## src/rtl/serial_adder.sv

```systemverilog
// Bit-serial WIDTH-bit adder: one full-adder bit per clock, LSB first, through a registered carry.
// Reports sum, carry-out and signed overflow with a one-cycle done strobe.
module serial_adder #(
  parameter int WIDTH = 4
) (
  input  logic             clk,
  input  logic             rst_n,
  input  logic             start,
  input  logic [WIDTH-1:0] a,
  input  logic [WIDTH-1:0] b,
  input  logic             cin,
  output logic             busy,
  output logic             done,
  output logic [WIDTH-1:0] sum,
  output logic             cout,
  output logic             ovf
);

  localparam int CW = $clog2(WIDTH);

  typedef enum logic [1:0] {IDLE, RUN, DONE} state_t;

  state_t           state, state_nxt;
  logic [WIDTH-1:0] a_sr, b_sr, res_sr;
  logic             carry;
  logic [CW-1:0]    cnt;
  logic             s_bit, c_nxt, last, accept;

  // NOTE: every signal written here gets a default first so no latch is inferred.
  always_comb begin
    state_nxt = state;
    s_bit     = a_sr[0] ^ b_sr[0] ^ carry;
    c_nxt     = (a_sr[0] & b_sr[0]) | (carry & (a_sr[0] ^ b_sr[0]));
    last      = (cnt == CW'(WIDTH - 1));
    accept    = start && (state != RUN);
    case (state)
      IDLE:    if (start) state_nxt = RUN;
      RUN:     if (last)  state_nxt = DONE;
      DONE:    state_nxt = start ? RUN : IDLE;
      default: state_nxt = IDLE;
    endcase
  end

  // NOTE: reset is synchronous, so it lives inside the clocked branch and beats start.
  always_ff @(posedge clk) begin
    if (!rst_n) begin
      state <= IDLE;
    end else begin
      state <= state_nxt;
    end
  end

  always_ff @(posedge clk) begin
    if (!rst_n) begin
      a_sr   <= '0;
      b_sr   <= '0;
      res_sr <= '0;
      carry  <= 1'b0;
      cnt    <= '0;
      sum    <= '0;
      cout   <= 1'b0;
      ovf    <= 1'b0;
    end else if (accept) begin
      a_sr   <= a;
      b_sr   <= b;
      carry  <= cin;
      cnt    <= '0;
    end else if (state == RUN) begin
      a_sr   <= a_sr >> 1;
      b_sr   <= b_sr >> 1;
      res_sr <= {s_bit, res_sr[WIDTH-1:1]};
      carry  <= c_nxt;
      cnt    <= cnt + CW'(1);
      if (last) begin
        // On the MSB step the registered carry is the carry into the MSB.
        sum  <= {s_bit, res_sr[WIDTH-1:1]};
        cout <= c_nxt;
        ovf  <= carry ^ c_nxt;
      end
    end
  end

  assign busy = (state == RUN);
  assign done = (state == DONE);

endmodule

```

## config.mk

```make
export PLATFORM = sky130hd
export DESIGN_NAME = serial_adder
export DESIGN_NICKNAME = d
export VERILOG_FILES = /design/src/rtl/serial_adder.sv
export SDC_FILE = /design/constraint.sdc
export NUM_CORES = 1
export LEC_CHECK = 0
export ABC_CLOCK_PERIOD_IN_PS = 1650
export BUFFER_PORTS_ARGS = -buffer_cell sky130_fd_sc_hd__buf_2
export CAP_MARGIN = 40
export CORE_ASPECT_RATIO = 1.5
export CORE_MARGIN = 8
export CORE_UTILIZATION = 37
export DETAILED_ROUTE_END_ITERATION = 10
export SYNTH_ARGS = -nofsm -noshare
export SYNTH_HDL_FRONTEND = slang
export SYNTH_SLANG_ARGS = --single-unit
```

## constraint.sdc

```tcl
create_clock -name clk -period 1.65 [get_ports clk]
set_input_delay 0.33 -clock clk [delete_from_list [all_inputs] [get_ports clk]]
set_output_delay 0.33 -clock clk [all_outputs]
set_load 0.03 [all_outputs]
```

==> impl_results.md <==
* DRT Pass-1 Iters at 4
* Layout cells sized above 1 at 23.3%
* Final #Nets at 136
* Area occupied by multi-input gates at 418 µm²
* Max Buffers Root-to-Sink at 2
* FILL cells at 247
* Peak fanout along the critical path at 16
* Post-DR vias/cell at 5.10
* Mean Syn Cell Area at 8.72 µm²
* Area Growth Syn to Fin at 10.9%
* Yosys warnings at 0
* I/O pins at 20
* Num rows at 22
* First-pass GRT wire length at 3200 µm
* Clock root buffer: clkbuf_4
* Worst-Margin Slew at 0.391 ns
* Power Density at 915 nW/µm²
* IO Port Bufs at 19
* Placed insts at 141
* Die Wd at 56.6 µm
* Post-DP Area at 991 µm²
* Power consumption at 929 µW
* Fmax at 0.644 GHz
* Largest net degree at the start of global routing at 27
* CORE AREA at 2390 µm²
* Most frequent cells in the layout: 22 x dfxtp_1, 21 x nand2_1, 19 x buf_2
* Post-synth cell types at 26
* Die H at 76.9 µm
* Largest stage delay, worst path at 0.42 ns
* Clock sinks at 22
* Vias in the first global route at 769
* HPWL Detailed at 1320 µm
* Tcrit/Tclk final at 94.2%
* WL met2 at 818 µm
* #FFs+latches synth at 22
* Slowest CP cell: dfxtp_1
* Remaining Overflow, GRT at 0
* CTS Buf Count at 3
* Slew Limit Fails at 0
* Initial detailed-routing violation count at 7
* Vias at 735
* Worst-skew pair later-pin latency at 0.30 ns
* Detailed-route wire length per cell at 12.5 µm
* Worst setup path class: register to output port
* DR top layer: met4
* Post-CTS Setup Bufs at 0
* Antenna violations before repair at 0
* Worst Setup Start Kind: register
* Worst Skew at 0.00529 ns
* Final setup viols at 0
* Drt total wl at 1800 µm
* Critical-path cell list: nand2b_4 -> inv_4 -> buf_2
* Met3 wire length at 103 µm
* Pre-CTS WS at 0.363 ns
* Syn_nets at 119
* Die area at 4360 µm²
* Crit path required time at 1.32 ns
* Slew margin rel. at 73.9%
* Final hold slack at 0.252 ns
* Setup_tns at 0 ns
* Register Area at 440 µm²
* Crit end category: output port
* CTS tree: built
* Post-synthesis cell area at 916 µm²
* Initial Util at 38.2%
* Max rail drop VDD at 0.000508 V
* Register area share after synthesis at 48.1%
* Layout Cells excl Fill at 144
* Final WS setup at 0.0963 ns
* DRC at 0
* Mapped Cells at 105
* Post-route ant nets at 0
* Clock slew at reported path FFs at 0.12 ns
* Antenna cell count at 0
* Commonest non-fill, non-tap cell in the layout: dfxtp_1
* Final Hold Vio Count at 0
* Utilization after layout at 42.4%
* Hold Path Class: primary input to register
* Status: finished clean
* P_leak at 0.449 nW
* Global-route usage over all layers at 8.72%
* GPL Wtd Cong at 0.740
* Finished Cell Area at 1020 µm²
* RSZ-0062 raised after global routing: no
* CP arrival at 1.22 ns
* Max-cap viol count at 0
* Met1 wire length at 834 µm
* Tmin final at 1.55 ns
* # H-tree levels at 1
[what timing repair did]
action	4_1_cts	5_1_grt
setup endpoints to repair	0	1
endpoints found under the hold margin	0	0
resized for setup	0	1
hold buffers	0	0
[cell type report]
cell class,count,area share (%)
Sequential cell,22,43.3
Clock buffer,3,2.22
Timing Repair Buffer,19,9.36
Tap cell,24,2.96
Inverter,2,0.985
Multi-Input combinational cell,74,41.1
[worst max-delay path, delay by kind of cell (launching register included)]
kind,cells,cell delay [ns]
buffers and inverters,2,0.35
flip-flops,1,0.42
AND/OR/NAND/NOR,1,0.15
[synth_stat cells]
master	number	area (µm²)
a21boi_1	2	15.0
nand3_1	6	30.0
buf_4	4	30.0
and2_2	1	7.51
and2_1	1	6.26
xnor2_1	1	8.76
dfxtp_1	22	440
mux2i_1	2	20.0
o22ai_1	1	6.26
o211a_1	1	10.0
buf_2	1	5.00
a21boi_0	2	15.0
inv_2	2	7.51
buf_6	1	11.3
and3b_2	1	10.0
clkbuf_1	1	3.75
ha_1	1	12.5
o21ai_0	12	60.1
and3_1	1	6.26
nand2b_4	1	13.8
o21a_1	1	7.51
nand2_1	21	78.8
and2b_2	1	8.76
a21oi_1	14	70.1
nor2_1	3	11.3
fa_1	1	20.0
[report_power, final]
group	internal (mW)	switching, mW	leakage (nW)
combinational	0.0473	0.0668	0.255
sequential	0.557	0.0180	0.180
clock	0.0852	0.154	0.0138
[cells by family after synthesis]
group,synth area share [%]
simple gates,18.9
mux,2.19
buf+inv,6.28
fa+ha+maj,3.55
xor+xnor,0.956
flops,48.1
compound gates,20.1
[worst paths after layout]
kind / from / end / slack [ns] / cells past startpoint
max: state[0]$_SDFFE_PN0P_ / busy / 0.1 / 3
min: a[2] / a_sr[2]$_SDFFE_PN0P_ / 0.25 / 3
max reg2reg: a_sr[0]$_SDFFE_PN0P_ / ovf$_SDFFE_PN0P_ / 0.40 / 4
min reg2reg: sum[2]$_SDFFE_PN0P_ / sum[2]$_SDFFE_PN0P_ / 0.46 / 2
[per-layer routing]
metal  GRT usage [%]  vias to the layer above
li1                -                      385
met1            9.86                      325
met2            14.2                       20
met3            2.64                        5
met4            4.35                        0
met5               0                        -
[state kept, by name, indices dropped and copies added (netlist names)]
name,cells
state,2
cnt,2
b_sr,4
res_sr,3
ovf,1
cout,1
carry,1
a_sr,4
sum,4
Power figures use the tool's default switching activity.
